===== src/rtl/regfile_pkg.sv =====
// Shared types and default sizing for the multi-port register file.
package regfile_pkg;

    localparam int unsigned DEFAULT_DATA_W  = 32;
    localparam int unsigned DEFAULT_REG_NUM = 32;

    typedef enum logic {
        INIT = 1'b0,
        RUN  = 1'b1
    } state_e;

endpackage


===== src/rtl/regfile_rdport.sv =====
// One read port: zero-register and INIT masking, plus write forwarding when
// REGFILE_MP_BYPASS_EN is defined.
module regfile_rdport
    import regfile_pkg::*;
#(
    parameter int unsigned DATA_W   = DEFAULT_DATA_W,
    parameter int unsigned AW       = 5,
    parameter int unsigned ZERO_REG = 1
) (
    input  logic [AW-1:0]     rd_addr_i,
    input  logic [DATA_W-1:0] entry_i,
    input  logic              ready_i,
`ifdef REGFILE_MP_BYPASS_EN
    input  logic              wr_en_i,
    input  logic [AW-1:0]     wr_addr_i,
    input  logic [DATA_W-1:0] wr_data_i,
`endif
    output logic [DATA_W-1:0] rd_data_c_o
);

    // Masking is applied last so it overrides any forwarded value.
    always_comb begin
        rd_data_c_o = entry_i;
`ifdef REGFILE_MP_BYPASS_EN
        if (wr_en_i && (rd_addr_i == wr_addr_i)) begin
            rd_data_c_o = wr_data_i;
        end
`endif
        if (!ready_i || ((ZERO_REG != 0) && (rd_addr_i == '0))) begin
            rd_data_c_o = '0;
        end
    end

endmodule


===== src/rtl/regfile_mp.sv =====
// Multi-port register file with a post-reset clearing sweep (INIT) before
// accepting writes (RUN). Optional write-to-read forwarding: REGFILE_MP_BYPASS_EN.
module regfile_mp
    import regfile_pkg::*;
#(
    parameter  int unsigned DATA_W   = DEFAULT_DATA_W,
    parameter  int unsigned REG_NUM  = DEFAULT_REG_NUM,
    parameter  int unsigned RD_PORTS = 2,
    parameter  int unsigned ZERO_REG = 1,
    localparam int unsigned AW       = $clog2(REG_NUM)
) (
    input  logic                       clk,
    input  logic                       rst,
    input  logic                       i_wr_en,
    input  logic [AW-1:0]              i_addr_wr,
    input  logic [DATA_W-1:0]          i_data_wr,
    input  logic [RD_PORTS*AW-1:0]     i_addr_rd,
    output logic [RD_PORTS*DATA_W-1:0] o_data_rd,
    output logic                       o_ready,
    output logic                       o_wr_ack
);

    localparam logic [AW:0] INIT_LAST = (AW+1)'(REG_NUM - 1);

    state_e            state_q, state_d;
    logic [AW:0]       init_cnt_q, init_cnt_d;
    logic              ready_q, ready_d;
    logic              wr_ack_q, wr_ack_d;
    logic              mem_we_c;
    logic [AW-1:0]     mem_waddr_c;
    logic [DATA_W-1:0] mem_wdata_c;
    logic [DATA_W-1:0] mem_q [REG_NUM];

    always_ff @(posedge clk) begin
        if (rst) begin
            state_q    <= INIT;
            init_cnt_q <= '0;
            ready_q    <= 1'b0;
            wr_ack_q   <= 1'b0;
        end else begin
            state_q    <= state_d;
            init_cnt_q <= init_cnt_d;
            ready_q    <= ready_d;
            wr_ack_q   <= wr_ack_d;
        end
    end

    // INIT zeroes one entry per cycle; RUN commits host writes.
    always_comb begin
        state_d     = state_q;
        init_cnt_d  = init_cnt_q;
        ready_d     = 1'b0;
        wr_ack_d    = 1'b0;
        mem_we_c    = 1'b0;
        mem_waddr_c = init_cnt_q[AW-1:0];
        mem_wdata_c = '0;
        case (state_q)
            INIT: begin
                mem_we_c   = 1'b1;
                init_cnt_d = init_cnt_q + (AW+1)'(1);
                if (init_cnt_q == INIT_LAST) begin
                    state_d = RUN;
                    ready_d = 1'b1;
                end
            end
            RUN: begin
                ready_d = 1'b1;
                if (i_wr_en) begin
                    wr_ack_d    = 1'b1;
                    mem_waddr_c = i_addr_wr;
                    mem_wdata_c = i_data_wr;
                    mem_we_c    = !((ZERO_REG != 0) && (i_addr_wr == '0));
                end
            end
            default: state_d = INIT;
        endcase
        if (rst) begin
            mem_we_c = 1'b0;
        end
    end

    always_ff @(posedge clk) begin
        if (mem_we_c) begin
            mem_q[mem_waddr_c] <= mem_wdata_c;
        end
    end

    for (genvar k = 0; k < RD_PORTS; k++) begin : g_rd
        regfile_rdport #(
            .DATA_W   (DATA_W),
            .AW       (AW),
            .ZERO_REG (ZERO_REG)
        ) u_rdport (
            .rd_addr_i   (i_addr_rd[k*AW +: AW]),
            .entry_i     (mem_q[i_addr_rd[k*AW +: AW]]),
            .ready_i     (ready_q),
`ifdef REGFILE_MP_BYPASS_EN
            .wr_en_i     (i_wr_en),
            .wr_addr_i   (i_addr_wr),
            .wr_data_i   (i_data_wr),
`endif
            .rd_data_c_o (o_data_rd[k*DATA_W +: DATA_W])
        );
    end

    assign o_ready  = ready_q;
    assign o_wr_ack = wr_ack_q;

endmodule


===== config.mk =====
export PLATFORM = sky130hd
export DESIGN_NAME = regfile_mp
export DESIGN_NICKNAME = d
export VERILOG_FILES = /design/src/rtl/regfile_pkg.sv /design/src/rtl/regfile_rdport.sv /design/src/rtl/regfile_mp.sv
export SDC_FILE = /design/constraint.sdc
export NUM_CORES = 1
export LEC_CHECK = 0
export CAP_MARGIN = 10
export CORE_MARGIN = 8
export CORE_UTILIZATION = 40
export DETAILED_ROUTE_END_ITERATION = 12
export GPL_TIMING_DRIVEN = 1
export PLACE_DENSITY = 0.56
export REMOVE_ABC_BUFFERS = 1
export SKIP_CTS_REPAIR_TIMING = 1
export SYNTH_ARGS = -nofsm -noshare
export SYNTH_HDL_FRONTEND = slang
export SYNTH_HIERARCHICAL = 1
export SYNTH_SLANG_ARGS = --single-unit

===== constraint.sdc =====
create_clock -name clk -period 5.2 [get_ports clk]
set_clock_uncertainty 0.1 [all_clocks]
set_input_delay 1.3 -clock clk [delete_from_list [all_inputs] [get_ports clk]]
set_output_delay 1.3 -clock clk [all_outputs]
set_load 0.02 [all_outputs]

# Word-level counts from Yosys, hierarchy flattened

Memory sizes are Yosys's and may differ from the RTL's.
Cells that the tools add are included.

Output and inout bits: 66
RAM bits: 1,024
Word-level logic and storage cells: 31
Input bits: 50
Memories kept: 1
Bits in registers: 9

Bitwise logic cells: 1
Eq/ne operators: 1
Reduce and logical (&&, ||, !) cells: 8
Muxes and demuxes: 15
$add $sub $neg: 1

Memories:

| name  | depth | bits a word | rd ports | clocked after Yosys merged registers in | write ports | line             | text |
|---|---|---|---|---|---|---|---|
| mem_q | 32    | 32          | 2        | 0                                       | 1           | regfile_mp.sv:32 | `logic [DATA_W-1:0] mem_q [REG_NUM];` |

Operator list:

| operator            | count |
|---|---|
| $mux 32             | 4 |
| $logic_not 5->1     | 3 |
| $mux 5              | 2 |
| $mux 1              | 7 |
| $add 6x1->6 const B | 1 |
| $eq 6x5->1 const B  | 1 |
| $pmux 1 s2          | 2 |
| $logic_not 1->1     | 2 |
| $logic_or 1x1->1    | 2 |
| $reduce_or 2->1     | 1 |
| $not 1->1           | 1 |

# Longest topological paths before layout

Depth after elaboration: 7
Depth in mapped cells: 10
Mapped depth without buffers: 7

# Modules after synthesis

The synthesis kept the hierarchy.

By module, submodules not included:

| module         | cells an instance | area an instance (µm²) | times used | seq. area each (µm²) |
|---|---|---|---|---|
| regfile_mp     | 3,479             | 49,409.9               | 1          | 30,909.6 |
| regfile_rdport | 75                | 372.9                  | 2          | 0.0 |

# Worst setup path after synthesis

Ideal clock, no wire load.

Path type: input -> output
Start: input port i_addr_rd[1]
End: output port o_data_rd[0]
Path buffers: 4
Stages on the path: 10
Path slack: 1,093 ps
Data arrival time: 2,707 ps
Required time: 3,800 ps
Path through: buf_4 -> buf_6 -> buf_6 -> buf_4 -> mux2i_1 -> a22oi_1 -> nand3_1 -> nand3_1 -> nand2_1 -> a21oi_1

Longest elaborated chain between the ends: 3
Elaborated cells between the ends (all ways): 4
Classes of those cells: mux: 1; reduce/logical: 2; memory: 1

Ends and longest elaborated chain:

| item                                                                  | line                 | text |
|---|---|---|
| start, declared                                                       | regfile_mp.sv:17     | `input logic [RD_PORTS*AW-1:0] i_addr_rd,` |
| parallel branches: the longest is 2 deep, another holds $mem_v2 32x32 | --                   |  |
| $mux 32 (*)                                                           | regfile_rdport.sv:29 | `if (!ready_i \|\| ((ZERO_REG != 0) && (rd_addr_i == '0))) begin` |
| end, declared                                                         | regfile_mp.sv:18     | `output logic [RD_PORTS*DATA_W-1:0] o_data_rd,` |

Every way passes the cells marked *.

# Worst setup path in the final report

Start: input port i_addr_rd[5]
End: output port o_data_rd[52]

Same word-level chain as after synthesis.

==> PnR_summary.wiki <==
{| class="wikitable"
! Metric !! Value
|-
| Required time of the critical path || around 3.8 ns
|-
| Violations in the final reports || setup timing
|-
| Nature of the critical path endpoint || output port
|-
| Vias after detailed routing || approximately 34k
|-
| R2R Setup Slk || roughly 1.6 ns
|-
| Cell with the largest stage delay on the worst path || sky130_fd_sc_hd__clkdlybuf4s50_1
|-
| Maximum clock path buffer count || 3
|-
| Top-level I/O count || about 120
|-
| Height of the die || 370 microns
|-
| Cell at the root of the clock tree || sky130_fd_sc_hd__clkbuf_16
|-
| Period minus WS final || around 5.3 ns
|-
| Complex-gate fraction of the synthesized area || 0.0858
|-
| Actual transition at the worst max-transition pin || 1.29 ns
|-
| Hold worst-path end || init_cnt_q[5]
|-
| Number of remaining DRC errors || 0
|-
| Number of global-route vias before repair || 33.6k
|-
| Xor-xnor portion of the synthesized cell area || 0.000873
|-
| Switching part of the total power || 0.231
|-
| Ratio of cells with drive above 1 in the final layout || 0.146
|-
| Crit Reg-Reg Endpoint || mem_q[25][30]
|-
| Slew headroom || 0.141
|-
| Worst-path clk slew || approximately 0.06 ns
|-
| Library cells used by synthesis || 38
|-
| Mean instance size in the synthesized netlist || roughly 14 sq um
|-
| Count of final setup violators || 1
|-
| Result of the run || finished, violations left
|-
| Cts bufs inserted || 110
|-
| Worst hold-check path type || register to register
|-
| Share of synthesized flip-flops with an asynchronous set or reset || 0
|-
| Cell family with most CP delay || buffers and inverters
|-
| Number of slew-limit violations in the final report || 0
|-
| Number of antenna violations at the first check in global routing || 2
|-
| Count of routing violations after the opening detailed-route iteration || around 3.3k
|-
| Starting density of the core || 0.401
|-
| Area leader, netlist || sky130_fd_sc_hd__edfxtp_1
|-
| Part of the power in combinational logic || 0.091
|-
| Most used cells in the layout excluding fill and tap cells || 1028 x sky130_fd_sc_hd__mux2i_1, 1024 x sky130_fd_sc_hd__edfxtp_1, 267 x sky130_fd_sc_hd__nand2_1
|-
| Total Negative Setup Slacks || -0.0962 ns
|-
| Fin Hold WS || roughly 0.42 ns
|-
| Pre-antenna DRT Iters || 5
|-
| Die outline area || 137000 sq um
|-
| Period utilisation layout || 1.02
|-
| Area share of the leading cell type in the synthesized netlist || 0.613
|-
| RR Startpoint || state_q
|-
| Startpoint of the lowest-slack hold path || init_cnt_q[5]
|-
| Sequential Power Share || 0.494
|-
| GP Congestion || about 0.8
|-
| Number of rows created at floorplan || 130
|-
| Clock network fraction of total power || 0.415
|-
| Power density of the placed cells || 308 nW/um^2
|-
| Signed area change from the synthesized netlist to the final layout || 19.3%
|-
| Placeable core region || 125000 sq um
|-
| Max frequency || 0.189 GHz
|-
| Synthesized instance count || between 3k and 4k
|-
| Internal power || 14.2 mW
|-
| List of cells traversed by the critical path || clkdlybuf4s50_1 -> buf_12 -> nor2_4 -> buf_4 -> buf_4 -> nand2_1 -> a31oi_1 -> nand3_1 -> nand2_1 -> a21oi_1 -> clkdlybuf4s50_1
|-
| Primary FF master, synth || sky130_fd_sc_hd__edfxtp_1
|-
| Total design power || 18.4 mW
|-
| Highest fanout seen on the critical path || 11
|-
| Leakage Power || roughly 25 nW
|-
| Total global routing track utilization || 0.238
|-
| Smallest setup slack after layout || -0.0962 ns
|-
| Pre-CTS setup slack || -0.269 ns
|-
| Worst Path Arrival || 3.90 ns
|-
| Largest net degree at the start of global routing || 50
|-
| First-pass GRT wire length || around 240 mm
|-
| Unrepaired setup endpoints after global routing || true
|-
| Critical path startpoint category || input port
|-
| Worst Hold Path Cells || 2
|-
| Number of synthesized register bits || just over 1k
|-
| Share of synthesized area spent on multiplexers || 0.205
|-
| Yosys synthesis warning count || 6
|-
| Dominant cells by area after synthesis || sky130_fd_sc_hd__edfxtp_1 61%, sky130_fd_sc_hd__mux2i_1 21%, sky130_fd_sc_hd__a22oi_1 2.9%
|-
| Worst-case vdd ir drop || ~0.00026 V
|-
| Crit path buf inv count || 5
|-
| Number of nets with antenna violations after routing || 0
|-
| Via-to-Cell Ratio || around 6
|-
| Category of the critical setup timing path || input port to output port
|-
| Power dissipated by switching net loads || between 4 and 5 mW
|-
| Die extent in x || 370 microns
|-
| Maxcap violations || 0
|-
| Most frequent standard cell in the layout excluding fill and tap cells || sky130_fd_sc_hd__mux2i_1
|-
| H-Tree Depth || 3
|-
| Post-synthesis adder-cell area fraction || 0.000249
|-
| Count of flip-flops with a built-in enable after synthesis || 1024
|-
| Simple-gate portion of the synthesized area || 0.0576
|-
| Maximum cell stage delay along the critical path || just under 0.6 ns
|-
| Port Buffers || 115
|-
| Final HPWL from detailed placement || ~97 mm
|-
| Routed length per placed instance || between 30 and 40 microns
|-
| Number of sinks handled by clock tree synthesis || roughly 1.0k
|-
| Sum of routed wire length over all layers || about 170 mm
|-
| Worst reg2reg path depth || 5
|-
| Post-synthesis sequential area ratio || 0.616
|-
| Cell Area, Synth || 50200 sq um
|-
| Combinational family with the most area after synthesis || multiplexers
|-
| Clock insertion delay at the later pin of the skew report || just under 0.7 ns
|-
| CTS tree || yes
|-
| Remaining Overflow, GRT || 0
|-
| Number of hold violations in the final report || 0
|-
| Final #Nets || ~4k
|-
| Post-layout util || 0.478
|}
==> cells in the mapped netlist (4+ instances only) <==
| cell | instances |
|---|---|
| sky130_fd_sc_hd__a21oi_2 | 4 |
| sky130_fd_sc_hd__clkbuf_4 | 4 |
| sky130_fd_sc_hd__buf_2 | 77 |
| sky130_fd_sc_hd__buf_4 | 54 |
| sky130_fd_sc_hd__nor2b_1 | 6 |
| sky130_fd_sc_hd__mux2i_1 | 1028 |
| sky130_fd_sc_hd__buf_1 | 11 |
| sky130_fd_sc_hd__a31oi_1 | 64 |
| sky130_fd_sc_hd__nor3_1 | 64 |
| sky130_fd_sc_hd__a21oi_1 | 253 |
| sky130_fd_sc_hd__nand3_1 | 194 |
| sky130_fd_sc_hd__a22o_1 | 128 |
| sky130_fd_sc_hd__dfxtp_1 | 8 |
| sky130_fd_sc_hd__nand2b_1 | 7 |
| sky130_fd_sc_hd__xor2_1 | 4 |
| sky130_fd_sc_hd__nor2_1 | 45 |
| sky130_fd_sc_hd__o21ai_0 | 5 |
| sky130_fd_sc_hd__clkbuf_1 | 92 |
| sky130_fd_sc_hd__and3_1 | 32 |
| sky130_fd_sc_hd__buf_6 | 43 |
| sky130_fd_sc_hd__a22oi_1 | 192 |
| sky130_fd_sc_hd__nand2_1 | 269 |
| sky130_fd_sc_hd__edfxtp_1 | 1024 |
==> stage by stage <==
step	cell area (sq um)	std cells
2_1_floorplan	48500	3348
3_3_place_gp	56000	5458
3_5_place_dp	56000	5458
4_1_cts	59500	5662
5_1_grt	59800	5670
6_report	59800	5671
==> power by group through the flow <==
stage               Sequential, mW  Clock (mW)  Combinational [mW]
CTS                           9.08        7.75                1.64
global route                  9.08        8.05                1.75
global placement              9.26           0                1.64
detailed placement            9.26           0                1.64
floorplan                     9.26           0               0.737
finish                        9.08        7.64                1.68
==> flip-flops by register name, indices dropped and copies added (netlist names) <==
name        cells
mem_q        1024
state_q         1
init_cnt_q      6
o_wr_ack        1
==> cell type report <==
cell class,count,area [sq um]
inverter,2,7.51
sequential,1032,30900
tap,1650,2060
clock buffer,142,2970
timing repair buffer,467,5450
antenna,1,2.50
multi-input combinational,2315,17900
clock inverter,62,504
fill,10800,65300
==> worst max path at each step <==
stage	from	to	slack, ns	depth (start not counted)
after global routing	i_addr_rd[5]	o_data_rd[52]	-0.21	11
after global placement	i_addr_rd[7]	o_data_rd[53]	-0.28	13
final	i_addr_rd[5]	o_data_rd[52]	-0.1	11
after CTS	i_addr_rd[7]	o_data_rd[53]	-0.28	13
after detailed placement	i_addr_rd[7]	o_data_rd[53]	-0.27	13
after floorplan	i_addr_rd[2]	o_data_rd[0]	-2.60	6
==> worst min-delay path: cells and delay by family, from the launching register on <==
family / cells / cell delay, ns
flip-flops: 1 / 0.34
AND/OR/NAND/NOR: 1 / 0.07
XOR/XNOR: 1 / 0.07
==> routing by layer <==
| metal | vias to the layer above | GRT usage | share of wire |
|---|---|---|---|
| li1 | 14800 | - | - |
| met4 | 0 | 0.0648 | 0.025 |
| met3 | 218 | 0.0326 | 0.077 |
| met2 | 1380 | 0.375 | 0.45 |
| met1 | 17600 | 0.346 | 0.44 |
| met5 | - | 0 | 0 |
==> kinds of logic after synthesis <==
| family | Yosys count |
|---|---|
| xor gates and xnor gates | 5 |
| DFF | 1032 |
| buffers and inverters | 283 |
| adders and majority gates | 1 |
| AOI/OAI and AO/OA | 648 |
| and+or+nand+nor | 631 |
| muxes | 1029 |
Note: power is estimated with default switching activity, not from simulation.
